**config.mk**
```make
export PLATFORM = sky130hd
export DESIGN_NAME = mips_instr_encoder
export DESIGN_NICKNAME = d
export VERILOG_FILES = /design/src/rtl/mips_instr_encoder.sv
export SDC_FILE = /design/constraint.sdc
export NUM_CORES = 1
export LEC_CHECK = 0
export CORE_ASPECT_RATIO = 1.2
export CORE_UTILIZATION = 40
export CTS_CLUSTER_DIAMETER = 60
export DETAILED_ROUTE_END_ITERATION = 8
export PLACE_DENSITY = 0.68
export SLEW_MARGIN = 20
export SYNTH_ARGS = -nofsm -noshare
export SYNTH_HDL_FRONTEND = slang
export SYNTH_SLANG_ARGS = --single-unit
```
**constraint.sdc**
```tcl
create_clock -name clk -period 2.2 [get_ports clk]
set_input_delay 0.33 -clock clk [delete_from_list [all_inputs] [get_ports clk]]
set_output_delay 0.33 -clock clk [all_outputs]
set_load 0.01 [all_outputs]
```
**src/rtl/mips_instr_encoder.sv**
```systemverilog
// Packs field-wise MIPS instruction requests (R-type, ADDI, ORI, LUI) into 32-bit words
// and writes them to consecutive instruction-memory addresses, one word per three cycles.
//
// state | meaning
// IDLE  | ready for a request; in_ready high
// ENC   | encode captured fields into mem_wdata, load mem_addr
// WR    | mem_we high for one cycle; pointer/count advance at its end
// FULL  | memory full; waits for clear or reset
module mips_instr_encoder #(
    parameter int ADDR_WIDTH = 6
) (
    input  logic                  clk,
    input  logic                  reset,
    input  logic                  clear,
    input  logic                  in_valid,
    output logic                  in_ready,
    input  logic [1:0]            op_kind,
    input  logic [4:0]            rs,
    input  logic [4:0]            rt,
    input  logic [4:0]            rd,
    input  logic [4:0]            shamt,
    input  logic [5:0]            funct,
    input  logic [15:0]           imm,
    output logic                  mem_we,
    output logic [ADDR_WIDTH-1:0] mem_addr,
    output logic [31:0]           mem_wdata,
    output logic [ADDR_WIDTH:0]   count,
    output logic                  full
);

    typedef enum logic [1:0] {
        IDLE = 2'd0,
        ENC  = 2'd1,
        WR   = 2'd2,
        FULL = 2'd3
    } state_t;

    localparam logic [ADDR_WIDTH:0] CAPACITY = {1'b1, {ADDR_WIDTH{1'b0}}};

    state_t              state;
    logic [1:0]          kindHold;
    logic [4:0]          rsHold;
    logic [4:0]          rtHold;
    logic [4:0]          rdHold;
    logic [4:0]          shamtHold;
    logic [5:0]          functHold;
    logic [15:0]         immHold;
    logic [31:0]         encWord;
    logic [ADDR_WIDTH:0] countNext;

    assign in_ready  = (state == IDLE);
    assign countNext = count + 1'b1;

    // The write pointer is the low bits of count; it never wraps because FULL blocks first.
    always_comb begin
        encWord = 32'h0;
        unique case (kindHold)
            2'd0: encWord = {6'h00, rsHold, rtHold, rdHold, shamtHold, functHold};
            2'd1: encWord = {6'h08, rsHold, rtHold, immHold};
            2'd2: encWord = {6'h0D, rsHold, rtHold, immHold};
            2'd3: encWord = {6'h0F, 5'd0, rtHold, immHold};
            default: encWord = 32'h0;
        endcase
    end

    always_ff @(posedge clk) begin
        if (reset) begin
            state     <= IDLE;
            mem_we    <= 1'b0;
            mem_addr  <= '0;
            mem_wdata <= 32'h0;
            count     <= '0;
            full      <= 1'b0;
            kindHold  <= 2'd0;
            rsHold    <= 5'd0;
            rtHold    <= 5'd0;
            rdHold    <= 5'd0;
            shamtHold <= 5'd0;
            functHold <= 6'd0;
            immHold   <= 16'h0;
        end else if (clear) begin
            // A write already strobed in WR is sampled at this edge; an ENC write is dropped.
            state  <= IDLE;
            mem_we <= 1'b0;
            count  <= '0;
            full   <= 1'b0;
        end else begin
            unique case (state)
                IDLE: begin
                    if (in_valid) begin
                        kindHold  <= op_kind;
                        rsHold    <= rs;
                        rtHold    <= rt;
                        rdHold    <= rd;
                        shamtHold <= shamt;
                        functHold <= funct;
                        immHold   <= imm;
                        state     <= ENC;
                    end
                end
                ENC: begin
                    mem_wdata <= encWord;
                    mem_addr  <= count[ADDR_WIDTH-1:0];
                    mem_we    <= 1'b1;
                    state     <= WR;
                end
                WR: begin
                    mem_we <= 1'b0;
                    count  <= countNext;
                    if (countNext == CAPACITY) begin
                        full  <= 1'b1;
                        state <= FULL;
                    end else begin
                        state <= IDLE;
                    end
                end
                FULL: begin
                    full <= 1'b1;
                end
                default: state <= IDLE;
            endcase
        end
    end

endmodule

```
==> results.txt <==
----------------------------------------------------
[Finish]
  Total inserted antenna cells ... 0
  Register Area ... 1800 um2
  Number of fill cells ... 802
  Area overhead of the layout relative to synthesis ... 36.8%
  Net count of the finished layout ... 572
  Layout cells sized above 1 ... 6.88%
  Count of placed standard cells in the final layout, fillers left out ... 637
  Footprint of the multi-input gates ... 1540 um2

[Hold path]
  Tightest Hold Check Type ... in -> reg

[Critical path]
  Critical Path Fanout Max ... 5
  Crit path buffers/inverters ... 2
  CP Data Arrival Time ... 1.56 ns
  CP Launch Type ... flop
  Critical-path cell list ... inv_1 -> ha_1 -> clkdlybuf4s50_1
  Largest stage delay on the critical path ... 0.48 ns
  Cell family contributing the most delay on the critical path ... buffers and inverters
  Type of the worst setup path ... reg -> out
  Required time of the worst setup path ... 1.87 ns
  Critical path capture point type ... output port
  Slowest-stage cell, CP ... sky130_fd_sc_hd__clkdlybuf4s50_1

[Die]
  Area of the die ... 9080 um2
  Floorplan die height ... 104 um
  Die width ... 87.2 um
  Core Region ... 8290 um2
  Number of placement rows ... 36
  Starting density of the core ... 42.0%
  Top-level port count ... 96

[STA]
  Worst clock skew on the final layout ... 0.00974 ns
  Final number of setup-violating endpoints ... 0
  Final critical-path share of the clock period ... 86.0%
  RSZ-0062 raised after global routing ... false
  Post-route minimum period ... 1.89 ns
  Max Freq ... 529 MHz
  Final total negative setup slack ... 0 ns
  Final Hold Viols ... 0
  Relative slew slack ... 58.5%
  Worst Max-Slew Pin Slew ... 0.621 ns
  Number of max-slew violations in the final report ... 0
  Worst setup slack after layout ... 0.308 ns

[Synthesis]
  Post-synth EDFFs ... 0
  Syn_area_per_cell ... 8.02 um2
  Number of warnings reported in the yosys synthesis log ... 0
  Number of synthesized register bits ... 90
  Post-synthesis simple-gate area fraction ... 21.1%
  Async S/R FF share, synth ... 0%
  Distinct cells, synth ... 29
  Portion of netlist area occupied by mux cells ... 0.575%
  Parity-gate share of the synthesized area counting xor and xnor cells ... 2.52%
  Main combinational cell family by area after synthesis ... simple AND/OR/NAND/NOR gates
  Cells taking the most area after synthesis ... sky130_fd_sc_hd__dfxtp_1 52%, sky130_fd_sc_hd__nand2_1 14%, sky130_fd_sc_hd__a21oi_1 8.9%
  Adder and majority gate portion of the synthesized area ... 2.16%
  Synth Area in Compound Gates ... 17.3%
  Netlist area before placement ... 3480 um2
  Fraction of post-synthesis cell area in the top cell type by area ... 51.8%
  Prevailing post-synth register cell ... sky130_fd_sc_hd__dfxtp_1
  Library cell with the largest summed area after synthesis ... sky130_fd_sc_hd__dfxtp_1
  Post-synthesis cell count ... 434
  Fraction of the yosys area taken by sequential cells ... 51.8%

[GRT]
  Wire length of the first global-routing pass ... 14100 um
  Overall routing resource usage ... 19.8%
  Vias in the first global route ... 2947
  Pin count of the biggest net entering global routing ... 46
  Sum of overflow across all layers after global routing ... 0
  Initial antenna violation count ... 0

[Drt]
  Routed via count divided by cell count ... 5.02
  Total iterations of the first detailed-routing run ... 4
  Routed wire length per instance ... 13.6 um
  Total wirelength of the detailed-routed design ... 8650 um
  Remaining antenna violation count ... 0
  Number of violations reported at the end of detailed-routing iteration 0 ... 219
  Routed via count ... 3198
  Final routed DRC violation total ... 0

[Clock network]
  Setup fix buffers added after clock tree synthesis ... 0
  Clock root buffer master ... sky130_fd_sc_hd__clkbuf_8
  Number of buffers on the longest clock path ... 2
  Clock Latency Late Sink ... 0.35 ns
  Post-cts sizing count ... 0
  TritonCTS clock tree ... yes
  Clock input transition at the sequential cells of the worst setup and hold paths ... 0.09 ns
  H-tree depth ... 3
  Total CTS buffers ... 9
  Total of hold buffers inserted after clock tree synthesis ... 0
  Clock sinks ... 90

[Status]
  Status ... finished, final reports clean

[Pwr]
  Cell area power density ... 663 nW/um2
  Leakage dissipation ... 1.61 nW
  Maximum vdd drop ... 0.281 mV

[Placement]
  DP Worst Slack ... 0.276 ns
  Half-perimeter wire length after placement ... 6040 um
  GPL Wtd Cong ... 0.800
  Cells after DPL ... 621
  PortBufs ... 93

[Job]
  Number of maximum-capacitance constraint violations ... 0

----------------------------------------------------
==> per-layer routing <==
metal  global-route usage, %  vias to the layer above  routed length [um]
met3                    5.24                        6                 363
met1                    25.3                     1510                3880
met5                       0                        -                   0
met4                    5.85                        0                  51
li1                        -                     1606                   -
met2                    32.5                       76                4360
==> worst paths after layout <==
check | start | endpoint | slack [ns] | cells after the start
worst max-delay path | state[0]$_SDFFE_PP0P_ | in_ready | 0.31 | 3
worst min-delay path | reset | full$_SDFFE_PP0P_ | 0.42 | 3
worst max register to register | count[3]$_SDFFE_PP0P_ | state[1]$_SDFFE_PP0P_ | 0.44 | 5
worst min register to register | immHold[8]$_SDFFE_PP0P_ | immHold[8]$_SDFFE_PP0P_ | 0.46 | 2
==> power breakdown <==
part	internal (mW)	total [mW]	switching, mW
clock network	0.532	1.11	0.577
registers	1.68	1.72	0.0345
logic	0.168	0.331	0.162
==> Yosys cell counts (4+ instances only) <==
| cell type | instances |
|---|---|
| sky130_fd_sc_hd__ha_1 | 6 |
| sky130_fd_sc_hd__dfxtp_1 | 90 |
| sky130_fd_sc_hd__o21ai_0 | 17 |
| sky130_fd_sc_hd__nor2_1 | 33 |
| sky130_fd_sc_hd__a22oi_1 | 5 |
| sky130_fd_sc_hd__nand4_1 | 5 |
| sky130_fd_sc_hd__nand3_1 | 4 |
| sky130_fd_sc_hd__inv_1 | 4 |
| sky130_fd_sc_hd__clkbuf_1 | 30 |
| sky130_fd_sc_hd__a311oi_1 | 16 |
| sky130_fd_sc_hd__a21oi_1 | 62 |
| sky130_fd_sc_hd__xor2_1 | 7 |
| sky130_fd_sc_hd__nand2_1 | 132 |
==> flip-flops by register name, summed over array words and instances, names as in the netlist <==
register / flops
rtHold: 5
count: 7
state: 2
shamtHold: 5
mem_we: 1
mem_addr: 6
full: 1
kindHold: 2
immHold: 16
mem_wdata: 29
functHold: 6
rsHold: 5
rdHold: 5
==> metrics by stage <==
stage / utilization (%) / hold WS (ns) / instance area (um2) / total power, mW
2_1_floorplan: - / 0.432 / 3480 / 1.91
3_3_place_gp: 55.1 / 0.440 / 4570 / 2.08
3_5_place_dp: 55.1 / 0.445 / 4570 / 2.09
4_1_cts: 57.5 / 0.400 / 4760 / 3.19
5_1_grt: 57.5 / 0.425 / 4760 / 3.30
6_report: 57.5 / 0.417 / 4760 / 3.16
==> worst reg2reg max path: cells and delay by family (launching register included) <==
family	cells	cell delay, ns
AOI/OAI and AO/OA	1	0.15
xor gates and xnor gates	1	0.15
DFF	1	0.48
and+or+nand+nor	3	0.90
==> cell type report <==
| class | count | share of cell area [%] |
|---|---|---|
| Tap cell | 114 | 3.00 |
| Multi-Input combinational cell | 306 | 32.3 |
| Clock buffer | 11 | 2.76 |
| Sequential cell | 90 | 37.8 |
| Clock inverter | 5 | 1.31 |
| Inverter | 4 | 0.315 |
| Timing Repair Buffer | 107 | 22.4 |
==> layout by cell type (no fill, tap or decap) <==
cell type	count
sky130_fd_sc_hd__buf_4	11
sky130_fd_sc_hd__nor2_4	1
sky130_fd_sc_hd__a311oi_1	16
sky130_fd_sc_hd__dfxtp_1	90
sky130_fd_sc_hd__xor2_1	7
sky130_fd_sc_hd__buf_12	3
sky130_fd_sc_hd__nand3_1	4
sky130_fd_sc_hd__ha_1	6
sky130_fd_sc_hd__nand4_1	5
sky130_fd_sc_hd__nor2b_4	1
sky130_fd_sc_hd__or4_4	1
sky130_fd_sc_hd__clkdlybuf4s50_1	92
sky130_fd_sc_hd__or2_2	2
sky130_fd_sc_hd__nand2_1	132
sky130_fd_sc_hd__buf_2	1
sky130_fd_sc_hd__o21a_1	1
sky130_fd_sc_hd__a211oi_1	1
sky130_fd_sc_hd__xnor2_1	3
sky130_fd_sc_hd__o21ai_0	17
sky130_fd_sc_hd__nand2b_1	1
sky130_fd_sc_hd__and3_4	1
sky130_fd_sc_hd__clkbuf_8	9
sky130_fd_sc_hd__inv_6	1
sky130_fd_sc_hd__mux2i_1	2
sky130_fd_sc_hd__a21oi_1	62
sky130_fd_sc_hd__clkbuf_1	2
sky130_fd_sc_hd__nor3_1	1
sky130_fd_sc_hd__nor2_1	32
sky130_fd_sc_hd__a22oi_1	5
sky130_fd_sc_hd__conb_1	2
sky130_fd_sc_hd__o21ai_1	1
sky130_fd_sc_hd__clkinvlp_4	2
sky130_fd_sc_hd__bufinv_16	1
sky130_fd_sc_hd__inv_1	4
sky130_fd_sc_hd__a41oi_1	1
sky130_fd_sc_hd__nand3_2	1
sky130_fd_sc_hd__clkinv_4	1
==> cell families (layout without fill, tap and decap cells) <==
kind of cell,count (synthesis),count (layout)
other cells,1,2
buf+inv,39,127
xor+xnor,10,10
flops,90,90
simple gates,182,182
mux,2,2
fa+ha+maj,6,6
compound gates,104,104
Note: power is estimated with default switching activity, not from simulation.
